File: config.mk
export PLATFORM = sky130hd
export DESIGN_NAME = row_slider
export DESIGN_NICKNAME = d
export VERILOG_FILES = /design/src/rtl/row_slider_pkg.sv /design/src/rtl/row_slider_frame_divider.sv /design/src/rtl/row_slider.sv
export SDC_FILE = /design/constraint.sdc
export NUM_CORES = 1
export LEC_CHECK = 0
export CAP_MARGIN = 10
export CORE_MARGIN = 4
export CORE_UTILIZATION = 59
export DETAILED_ROUTE_END_ITERATION = 7
export GPL_TIMING_DRIVEN = 0
export PLACE_DENSITY = 0.87
export SLEW_MARGIN = 25
export SYNTH_ARGS = -nofsm -noshare
export SYNTH_HDL_FRONTEND = slang
export SYNTH_SLANG_ARGS = --single-unit
File: constraint.sdc
create_clock -name clk -period 6.5 [get_ports clk]
set_input_delay 0.65 -clock clk [delete_from_list [all_inputs] [get_ports clk]]
set_output_delay 0.65 -clock clk [all_outputs]
set_load 0.005 [all_outputs]
File: src/rtl/row_slider_pkg.sv
// row_slider_pkg: shared board width, state encoding and direction constants
package row_slider_pkg;
    localparam int BOARD_W_DEF = 16;
    typedef enum logic [1:0] {
        IDLE    = 2'd0,
        SLIDE   = 2'd1,
        RESOLVE = 2'd2
    } state_t;
    localparam logic DIR_RIGHT = 1'b0;
    localparam logic DIR_LEFT  = 1'b1;
endpackage

File: src/rtl/row_slider_frame_divider.sv
// row_slider_frame_divider: counts frame ticks and pulses step once per period
module row_slider_frame_divider (
    input  logic        clk,
    input  logic        resetn,
    input  logic        clear,
    input  logic        en,
    input  logic        tick,
    input  logic [10:0] period,
    output logic        step
);
    logic [10:0] r_cnt;
    assign step = en && tick && (r_cnt == period - 11'd1);
    // frame counter: wraps to zero on the stepping tick, cleared when a row starts
    always_ff @(posedge clk or negedge resetn) begin
        if (!resetn) r_cnt <= '0;
        else if (clear) r_cnt <= '0;
        else if (en && tick) r_cnt <= step ? 11'd0 : r_cnt + 11'd1;
    end
endmodule

File: src/rtl/row_slider.sv
// row_slider: bouncing row that the player drops onto the surviving base
module row_slider
    import row_slider_pkg::*;
#(
    parameter int BOARD_W = BOARD_W_DEF
) (
    input  logic               clk,
    input  logic               resetn,
    input  logic               frame_tick,
    input  logic               start,
    input  logic               drop,
    input  logic [10:0]        speed_count,
    input  logic [3:0]         num_blocks,
    output logic [BOARD_W-1:0] row_mask,
    output logic [BOARD_W-1:0] base_mask,
    output logic               busy,
    output logic               next_signal,
    output logic               fail
);
    localparam int PW = (BOARD_W > 1) ? $clog2(BOARD_W) : 1;
    state_t             r_state, w_state_next;
    logic [PW-1:0]      r_pos;
    logic               r_dir;
    logic [3:0]         r_width;
    logic [10:0]        r_period;
    logic [BOARD_W-1:0] r_base, w_row, w_overlap;
    logic               r_next, r_fail, w_step, w_begin, w_hold, w_at_right;
    int                 w_lo, w_wd;
    assign w_begin    = (r_state == IDLE) && start;
    assign w_lo       = int'(r_pos);
    assign w_wd       = int'(r_width);
    assign w_hold     = w_wd >= BOARD_W;
    assign w_at_right = w_lo >= BOARD_W - w_wd;
    assign w_overlap  = w_row & r_base;
    assign row_mask    = w_row;
    assign base_mask   = r_base;
    assign busy        = r_state != IDLE;
    assign next_signal = r_next;
    assign fail        = r_fail;
    row_slider_frame_divider u_frame_divider (
        .clk    (clk),
        .resetn (resetn),
        .clear  (w_begin),
        .en     (r_state == SLIDE),
        .tick   (frame_tick),
        .period (r_period),
        .step   (w_step)
    );
    // moving row decoded from registered position and width; blank when idle
    always_comb begin
        w_row = '0;
        for (int i = 0; i < BOARD_W; i++) w_row[i] = (r_state != IDLE) && (i >= w_lo) && (i < w_lo + w_wd);
    end
    // next state: resolve always lasts exactly one cycle
    always_comb begin
        w_state_next = r_state;
        w_state_next = w_begin ? SLIDE :
                       (r_state == SLIDE && drop) ? RESOLVE :
                       (r_state == RESOLVE) ? IDLE : r_state;
    end
    // state, row geometry, bounce motion, and drop resolution against the base
    always_ff @(posedge clk or negedge resetn) begin
        if (!resetn) begin
            r_state  <= IDLE;
            r_pos    <= '0;
            r_dir    <= DIR_RIGHT;
            r_width  <= 4'd1;
            r_period <= 11'd1;
            r_base   <= '1;
            r_next   <= 1'b0;
            r_fail   <= 1'b0;
        end else begin
            r_state <= w_state_next;
            r_next  <= 1'b0;
            r_fail  <= 1'b0;
            if (w_begin) begin
                r_width  <= (num_blocks == 4'd0) ? 4'd1 : num_blocks;
                r_period <= (speed_count == 11'd0) ? 11'd1 : speed_count;
                r_pos    <= '0;
                r_dir    <= DIR_RIGHT;
            end else if (r_state == SLIDE && !drop && w_step) begin
                if (w_hold) r_pos <= '0;
                else if (r_dir == DIR_RIGHT) begin
                    r_dir <= w_at_right ? DIR_LEFT : DIR_RIGHT;
                    r_pos <= w_at_right ? r_pos - 1'b1 : r_pos + 1'b1;
                end else begin
                    r_dir <= (r_pos == '0) ? DIR_RIGHT : DIR_LEFT;
                    r_pos <= (r_pos == '0) ? r_pos + 1'b1 : r_pos - 1'b1;
                end
            end
            if (r_state == RESOLVE) begin
                r_next <= |w_overlap;
                r_fail <= ~|w_overlap;
                r_base <= (|w_overlap) ? w_overlap : '1;
            end
        end
    end
endmodule

==> flow_summary.toml, run 1 <==
[timing]
holdWs_ns = 0.362
setup_violations = 0
fin_crit_sh_pct = 63.2
min_period_ns = 4.11
finClkSkew_ns = 0.0100
hold_violations = 0
rsz0062_at_grt = "false"
slew_violations = 0
setup_tns_ns = 0
slew_headroom_pct = 40.8
fmax_mhz = 243
tightest_slew_ns = 0.866

[cells_and_area]
syn_to_final_growth_pct = 21.0
final_common_cell = "clkdlybuf4s50_1"
nets = 477
n_fill_cell = 439
diodes = 0
layout_common_cells = "clkdlybuf4s50_1 (53), o21ai_0 (35), dfrtp_1 (33)"
finalCoreUtilization_pct = 74.7
drive_gt1_share_pct = 12.2

[setup_path]
critPathRequiredTime_ns = 6.75
r2r_slack_ns = 2.39
r2r_start = "r_pos[0]"
startpoint_type = "register"
path_max_fanout = 10
crit_start = "r_pos[0]"
crit_type = "reg -> reg"
arrival_ns = 4.36
cp-end-kind = "register"

[clock_tree]
clock_latency_ns = 0.31
cts-root-buf = "clkbuf_8"
cts_tree = "done"
clk_pin_slew_ns = 0.09
cts_buffer_depth = 2
numCtsBuffers = 5
cts_setup_buffers = 0
htreeDepth = 2
cts_resized = 0
cts_hold_buf = 0
cts_sinks = 51

[detailed_routing]
vias = 3185
drt-pass1-iter-count = 5
wl_um = 8650
antenna_left = 0
drcViolationCount = 0
drt_iter0_markers = 253
via_per_inst = 6.20
wl_per_cell_um = 16.8

[synthesis]
synth.distinct_cells = 60
synth_compound_area_share_pct = 20.2
synth-adder-area-share_pct = 6.00
synth_seq_area_share_pct = 37.5
syn_nets = 416
ys_warn_count = 0
ys_dominant_reg_cell = "dfrtp_1"
ys_ff_latch = 51
synth_edf_count = 0
synth_top_area_share_pct = 23.9
synth_area_um2 = 3460
synthMuxAreaShare_pct = 6.22
yosys.area_share.simple_pct = 21.1
yosysTopAreaCell = "dfrtp_1"
avgSynthCellArea_um2 = 9.10
synth_top_family_by_area = "simple AND/OR/NAND/NOR gates"
ys_async_sr_fraction_pct = 100
synthXorXnorAreaFrac_pct = 4.81
synthCells = 380
synth_area_leaders = "dfrtp_1 (24%), dfstp_2 (14%), ha_1 (5.4%)"

[placement]
routabilityCongestion = 0.956
dpl.hpwl_um = 6690
io_buffers = 54

[power_and_ir_drop]
finalPower_mw = 1.79
swShare_pct = 40.8
p_leak_nw = 1.76
seqPwrFrac_pct = 32.2
clkPwrFrac_pct = 11.0
p_sw_mw = 0.730
vdd_ir_drop_max_v = 0.000228
p_int_mw = 1.06
power_density_nw_per_um2 = 428
combPwrFrac_pct = 56.7

[grt]
grt_pass1_wl_um = 14000
grt_pass1_vias = 3011
grt_start_max_net_pins = 52
grt_antenna_before_repair = 0
grt_usage_pct = 23.9
gr-total-overflow = 0

[floorplanning]
fp.dieH_um = 84.6
ioPinCount = 55
start_util_pct = 61.7
fp-row-count = 27
fp.dieArea_um2 = 7150
coreArea_um2 = 5610
die_x_um = 84.6

[flow_run]
cap_violations = 0

[worst_hold_path]
hp-class = "in -> async"

[status]
status = "finished, final reports clean"
## path summary, 6_finish.rpt
kind | to | cells past startpoint
worst max-delay path | base_mask[10] | 10
worst min-delay path | r_pos[2] | 1
worst max register to register | base_mask[10] | 10
worst min register to register | base_mask[4] | 2
max in group asynchronous | r_width[1] | 1
min in group clk | base_mask[4] | 2
## Yosys cell counts (10+ instances only)
master and n:
a21oi_1 14, clkbuf_1 10, dfrtp_1 33, dfstp_2 18, ha_1 15, inv_1 20
mux2_2 12, nand2_1 27, nand2b_1 20, nand3_1 19, nor2_1 17, o21ai_0 35
xnor2_1 11
## stage by stage
| stage | area, um2 | instances | setup slack, ns |
|---|---|---|---|
| after global routing | 4190 | 514 | 2.07 |
| after global placement | 4090 | 506 | 2.56 |
| after floorplan | 3460 | 380 | 3.29 |
| final | 4190 | 514 | 2.39 |
| after detailed placement | 4090 | 506 | 2.53 |
| after CTS | 4190 | 514 | 2.48 |
## cells by family (layout without fill, tap and decap cells)
logic type / Yosys count / in the layout
AO/OA/AOI/OAI: 106 / 106
XOR/XNOR: 19 / 19
adder cells (fa/ha/maj): 16 / 16
buffers and inverters: 35 / 97
flip-flops: 51 / 51
multiplexers: 20 / 20
AND/OR/NAND/NOR: 133 / 133
## worst max-delay path, cell delays in order, from the launching register on
cell       delay (ns)
dfrtp_1          0.45
ha_1             0.27
fa_1             0.45
a21o_1           0.20
a2111oi_1        0.62
nor3_1           0.13
a2111oi_0        0.80
o2111ai_1        0.33
nor4_4           0.35
buf_2            0.30
nand2b_1         0.14
## routing by layer
| layer | routed length (um) | up-vias | share of wire [%] | global-route usage [%] |
|---|---|---|---|---|
| met1 | 3700 | 1507 | 43 | 30.0 |
| met5 | 0 | - | 0 | 0 |
| li1 | - | 1509 | - | - |
| met2 | 4150 | 152 | 48 | 41.4 |
| met3 | 646 | 17 | 7.5 | 4.61 |
| met4 | 152 | 0 | 1.8 | 7.63 |
## area by class of cell
cell class | instances | area [um2] | share of cell area (%)
multi-input cells | 294 | 2020 | 48.2
flip-flops and latches | 51 | 1300 | 31.0
repair buffers | 54 | 538 | 12.9
well taps | 72 | 90.1 | 2.15
clock buffers | 6 | 82.6 | 1.97
inverters | 20 | 75.1 | 1.79
plain buffers | 15 | 67.6 | 1.61
clock inverters | 2 | 16.3 | 0.389
## power by group through the flow
stage / clock network (mW) / logic, mW / registers (mW)
after floorplan: 0 / 0.625 / 0.550
after global placement: 0 / 0.980 / 0.575
after detailed placement: 0 / 1.01 / 0.581
after CTS: 0.202 / 1.01 / 0.576
after global routing: 0.214 / 1.12 / 0.594
final: 0.198 / 1.02 / 0.578
## registers in the layout, indices dropped and copies added, names as in the netlist, 2 cells and up
name	cells
r_width	4
base_mask	16
r_pos	4
r_period	11
u_frame_divider.r_cnt	11
r_state	2
(Power assumes the default switching activity.)
==> inputs of run 2 (changes only) <==
--- a/config.mk
+++ b/config.mk
@@ -7,10 +7,10 @@
 export LEC_CHECK = 0
 export CAP_MARGIN = 10
 export CORE_MARGIN = 4
-export CORE_UTILIZATION = 59
+export CORE_UTILIZATION = 49
 export DETAILED_ROUTE_END_ITERATION = 7
 export GPL_TIMING_DRIVEN = 0
-export PLACE_DENSITY = 0.87
+export PLACE_DENSITY = 0.77
 export SLEW_MARGIN = 25
 export SYNTH_ARGS = -nofsm -noshare
 export SYNTH_HDL_FRONTEND = slang
==> constraint.sdc (replaced) <==
create_clock -name clk -period 3.5 [get_ports clk]
set_input_delay 0.35 -clock clk [delete_from_list [all_inputs] [get_ports clk]]
set_output_delay 0.35 -clock clk [all_outputs]
set_load 0.005 [all_outputs]
==> run 2 against run 1 <==
Against the previous run: sequential power increased by 83%; combinational power up 90%; count of clock-buffer cells in the layout unchanged; clock skew decreased by 0.0016 ns; sequential share of layout area shrank 0.61 points; worst hold slack worse by 0.30 ns; global-route usage fell by 2.9 points; first-iteration DRC count shrank 49%; final area grew 2.0%; clock power increased by 74%; critical path depth is 3 lower; non-clock buffer count grew 1.
==> flow_summary.toml, run 2 (synthesis gave the netlist of run 1 again) <==
[setup_path]
crit_buf_inv = 1
reg2reg_to = "base_mask[11]"
crit_type = "reg -> out"
r2r_slack_ns = 0.18
cpPeakStageDelay_ns = 0.49
crit_slowest_cell = "a211oi_2"
critPathRequiredTime_ns = 3.15
startpoint_type = "register"
r2r.worst_path.cells = 10
arrival_ns = 3.14
path_delay_family = "compound AO/OA/AOI/OAI gates"
path_max_fanout = 5
worstSetupPathDepth = 7
crit_start = "r_pos[0]"
cp-end-kind = "output port"
cp_cell_sequence = "ha_1 -> fa_1 -> a211o_1 -> a211oi_2 -> nand2_1 -> o211a_1 -> clkdlybuf4s50_1"
r2r_start = "r_pos[0]"

[status]
status = "finished, final reports clean"

[detailed_routing]
antenna_left = 0
drcViolationCount = 0
wl_um = 8820
via_per_inst = 5.79
drt-pass1-iter-count = 5
wl_per_cell_um = 16.4
vias = 3123
drt_iter0_markers = 130

[timing]
hold_violations = 0
tightest_slew_ns = 0.624
holdWs_ns = 0.0588
min_period_ns = 3.49
slew_violations = 0
fin_crit_sh_pct = 99.7
finClkSkew_ns = 0.00839
slew_headroom_pct = 57.9
setup_violations = 0
fmax_mhz = 286
rsz0062_at_grt = "true"

[power_and_ir_drop]
finalPower_mw = 3.35
vdd_ir_drop_max_v = 0.000394
power_density_nw_per_um2 = 785
clkPwrFrac_pct = 10.3
swShare_pct = 40.8
combPwrFrac_pct = 58.0
p_leak_nw = 1.77
seqPwrFrac_pct = 31.7
p_sw_mw = 1.37
p_int_mw = 1.98

[grt]
grt_usage_pct = 21.0
grt_pass1_wl_um = 14500
grt_antenna_before_repair = 0
gr-total-overflow = 0
grt_pass1_vias = 3147
grt_start_max_net_pins = 52

[clock_tree]
cts_hold_buf = 0
numCtsBuffers = 5
clk_pin_slew_ns = 0.10
cts_tree = "done"
clock_latency_ns = 0.31
cts_buffer_depth = 2
cts_sinks = 51
htreeDepth = 2
cts-root-buf = "clkbuf_8"

[cells_and_area]
diodes = 0
layout_common_cells = "clkdlybuf4s50_1 (53), o21ai_0 (34), dfrtp_1 (33)"
final_area_um2 = 4270
nets = 478
drive_gt1_share_pct = 13.8
n_fill_cell = 604
largest_register_ff_count = 16
syn_to_final_growth_pct = 23.4
final_common_cell = "clkdlybuf4s50_1"

[placement]
io_buffers = 54
routabilityCongestion = 0.977
dpl.hpwl_um = 6740
place_area_um2 = 4120

[floorplanning]
die_x_um = 92.0
start_util_pct = 50.6
fp.dieH_um = 92.0
fp.dieArea_um2 = 8470
fp-row-count = 30
ioPinCount = 55
coreArea_um2 = 6830

[worst_hold_path]
hp-class = "in -> async"

[flow_run]
cap_violations = 0
-- run 2: cell count changes in the layout (fill, tap and decap cells not counted), sizes merged --
cell	before	now
clkbuf	16	17
-- run 2: metal layers --
metal	vias up	global-route usage, %	routed length, um
met3	23	3.36	433
met1	1476	23.3	3530
met2	107	39.1	4620
li1	1517	-	-
met4	0	9.41	243
met5	-	0	0
-- run 2: timing repair --
item | in CTS | in global routing
pin swaps | 1 | 1
endpoints found under the setup margin | 25 | 19
setup buffers | 1 | 0
gates resized for setup | 4 | 9
-- run 2: area by class of cell --
cell class	count	area, um2	share of cell area, %
clock buffer	6	72.6	1.70
inverter	20	75.1	1.76
clock inverter	2	12.5	0.293
sequential	51	1300	30.4
tap	96	120	2.81
timing repair buffer	55	546	12.8
multi-input combinational	294	2080	48.6
buffer	15	70.1	1.64
-- run 2: per-stage QoR --
step                TNS, ns  setup slack (ns)  cells  utilization (%)
global placement      -6.71            -0.515    530             60.3
CTS                  -0.150           -0.0790    539             61.8
global route        -0.0954           -0.0527    539             62.5
detailed placement    -6.74            -0.519    530             60.3
floorplan                 0             0.291    380                -
finish                    0           0.00904    539             62.5
-- run 2: worst max-delay path by stage --
stage	end
2_1_floorplan	base_mask[12]
3_3_place_gp	base_mask[13]
3_5_place_dp	base_mask[11]
4_1_cts	row_mask[2]
5_1_grt	row_mask[8]
6_report	row_mask[8]
-- run 2: power by group through the flow --
stage | registers, mW | logic, mW | clock network (mW)
6_report | 1.06 | 1.94 | 0.345
5_1_grt | 1.10 | 2.14 | 0.370
4_1_cts | 1.06 | 1.90 | 0.348
3_5_place_dp | 1.07 | 1.87 | 0
3_3_place_gp | 1.06 | 1.83 | 0
2_1_floorplan | 1.02 | 1.16 | 0
==> inputs of run 3 (changes only) <==
--- a/config.mk
+++ b/config.mk
@@ -6,11 +6,13 @@
 export NUM_CORES = 1
 export LEC_CHECK = 0
 export CAP_MARGIN = 10
+export CORE_ASPECT_RATIO = 1.75
 export CORE_MARGIN = 4
 export CORE_UTILIZATION = 49
 export DETAILED_ROUTE_END_ITERATION = 7
 export GPL_TIMING_DRIVEN = 0
 export PLACE_DENSITY = 0.77
+export RECOVER_POWER = 100
 export SLEW_MARGIN = 25
 export SYNTH_ARGS = -nofsm -noshare
 export SYNTH_HDL_FRONTEND = slang
==> run 3 against run 2 <==
Against the previous run: the run now ends with max-capacitance violations, max-slew violations left; first-iteration DRC count rose by 35%; power rose by 4.1%; clock skew fell by 0.0046 ns; routed wire length rose by 5.0%; clock power rose by 40%; fmax rose by 1.3%; largest cell class unchanged; highest routed layer unchanged.
==> flow_summary.toml, run 3 (synthesis gave the netlist of run 1 again) <==
[status]
status = "complete, but fails checks"
violations = "max-capacitance violations, max-slew violations"

[floorplanning]
start_util_pct = 50.5
fp.dieH_um = 119
ioPinCount = 55
coreArea_um2 = 6860
die_x_um = 71.5
fp-row-count = 40
fp.dieArea_um2 = 8520

[clock_tree]
cts-root-buf = "clkbuf_16"
cts_hold_buf = 0
cts_tree = "done"
clock_latency_ns = 0.29
cts_buffer_depth = 2
clk_pin_slew_ns = 0.07
numCtsBuffers = 5
htreeDepth = 2
cts_sinks = 51

[grt]
gr-total-overflow = 0
grt_pass1_vias = 3228
grt_usage_pct = 22.1
grt_antenna_before_repair = 0
grt_pass1_wl_um = 14900
grt_start_max_net_pins = 52

[placement]
routabilityCongestion = 0.923
io_buffers = 54
dp_cells = 518
dpl.hpwl_um = 7250
pre_cts_ws_ns = -0.503
place_area_um2 = 4100

[flow_run]
cap_violations = 1

[setup_path]
cp-end-kind = "output port"
cp_cell_sequence = "ha_1 -> fa_1 -> a211o_1 -> a21oi_2 -> nand2b_1 -> o21ai_1 -> inv_1 -> clkdlybuf4s50_1"
arrival_ns = 3.09
crit_buf_inv = 2
path_max_fanout = 5
crit_slowest_cell = "fa_1"
r2r_slack_ns = 0.13
crit_start = "r_pos[0]"
startpoint_type = "register"
crit_type = "reg -> out"
r2r.worst_path.cells = 10
r2r_start = "r_pos[0]"
reg2reg_to = "base_mask[13]"
path_delay_family = "compound AO/OA/AOI/OAI gates"
critPathRequiredTime_ns = 3.15
cpPeakStageDelay_ns = 0.48

[detailed_routing]
vias = 3155
wl_um = 9270
drt-pass1-iter-count = 4
via_per_inst = 5.99
wl_per_cell_um = 17.6
drcViolationCount = 0
drt_iter0_markers = 176
antenna_left = 0

[worst_hold_path]
min_to = "base_mask[0]"
hp-class = "reg -> reg"
min_path_cells = 2
hp-start = "base_mask[0]"

[timing]
slew_violations = 52
slew_headroom_pct = -83.1
hold_violations = 0
rsz0062_at_grt = "true"
fin_crit_sh_pct = 98.4
finClkSkew_ns = 0.00379
tightest_slew_ns = 2.75
fin_ws_ns = 0.0551
setup_violations = 0
min_period_ns = 3.44
fmax_mhz = 290

[power_and_ir_drop]
p_leak_nw = 1.80
seqPwrFrac_pct = 30.4
vdd_ir_drop_max_v = 0.000435
p_int_mw = 2.09
combPwrFrac_pct = 55.8
swShare_pct = 40.2
clkPwrFrac_pct = 13.9
p_sw_mw = 1.40
power_density_nw_per_um2 = 810
finalPower_mw = 3.49

[cells_and_area]
layout_common_cells = "clkdlybuf4s50_1 (41), o21ai_0 (34), dfrtp_1 (33)"
final_common_cell = "clkdlybuf4s50_1"
largest_register_ff_count = 16
final_area_um2 = 4310
fin_cells = 527
syn_to_final_growth_pct = 24.5
nets = 478
n_fill_cell = 607
diodes = 0
drive_gt1_share_pct = 12.4
==> run 3: cell count changes in the layout (fill, tap and decap cells not counted), moves of 2 or more <==
| cell | delta |
|---|---|
| clkbuf_1 | +4 |
| dlygate4sd3_1 | +12 |
| clkdlybuf4s50_1 | -12 |
| a21oi_2 | +2 |
| dfstp_1 | +3 |
| clkbuf_16 | +5 |
| a2111oi_2 | -2 |
| clkbuf_8 | -5 |
| dfstp_2 | -3 |
==> run 3: worst reg2reg max path, cell delays in order, from the launching register on <==
cell and delay [ns]:
dfrtp_1 0.46, ha_1 0.27, fa_1 0.48, a21o_1 0.25, a2111oi_4 0.42, or2_2 0.25, a221oi_2 0.11, a221o_1 0.44
nor4_4 0.28, buf_4 0.23, nand2b_1 0.12
==> run 3: what timing repair did <==
| action | 4_1_cts | 5_1_grt |
|---|---|---|
| gates cloned | 0 | 0 |
| buffers inserted | 1 | 0 |
| resized for setup | 7 | 7 |
| pin swaps | 1 | 1 |
| endpoints found under the setup margin | 27 | 27 |
==> run 3: layout make-up <==
class	instances	area (um2)	share of cell area (%)
Multi-Input combinational cell	294	2090	48.4
Sequential cell	51	1300	30.1
Timing Repair Buffer	55	542	12.6
Clock buffer	7	133	3.08
Tap cell	84	105	2.44
Inverter	20	75.1	1.74
Buffer	15	61.3	1.42
Clock inverter	1	7.51	0.174
==> run 3: stage by stage <==
stage / hold slack [ns] / util, % / TNS [ns]
global placement: 0.479 / 59.9 / -4.28
detailed placement: 0.423 / 59.8 / -6.29
floorplan: 0.0544 / - / 0
finish: 0.495 / 62.8 / 0
CTS: 0.112 / 62.3 / 0
global route: 0.512 / 62.8 / -0.0512
==> run 3: worst max-delay path by stage <==
stage                    endpoint  depth (start not counted)
finish                row_mask[2]                          8
global route          row_mask[2]                          8
CTS                   row_mask[2]                          8
detailed placement   base_mask[8]                         10
global placement     base_mask[8]                         10
floorplan           base_mask[12]                         10
==> run 3: layer usage <==
layer / up-vias / track usage [%] / share of wire [%]
met3: 31 / 3.72 / 4.4
met1: 1518 / 21.0 / 35
met2: 108 / 42.2 / 56
li1: 1498 / - / -
met4: 0 / 12.7 / 4.6
met5: - / 0 / 0
==> run 3: power groups by stage <==
stage	logic [mW]	clock network (mW)	registers (mW)
floorplan	1.16	0	1.02
CTS	1.93	0.489	1.06
global placement	1.84	0	1.06
finish	1.95	0.484	1.06
detailed placement	1.89	0	1.07
global route	2.14	0.514	1.09
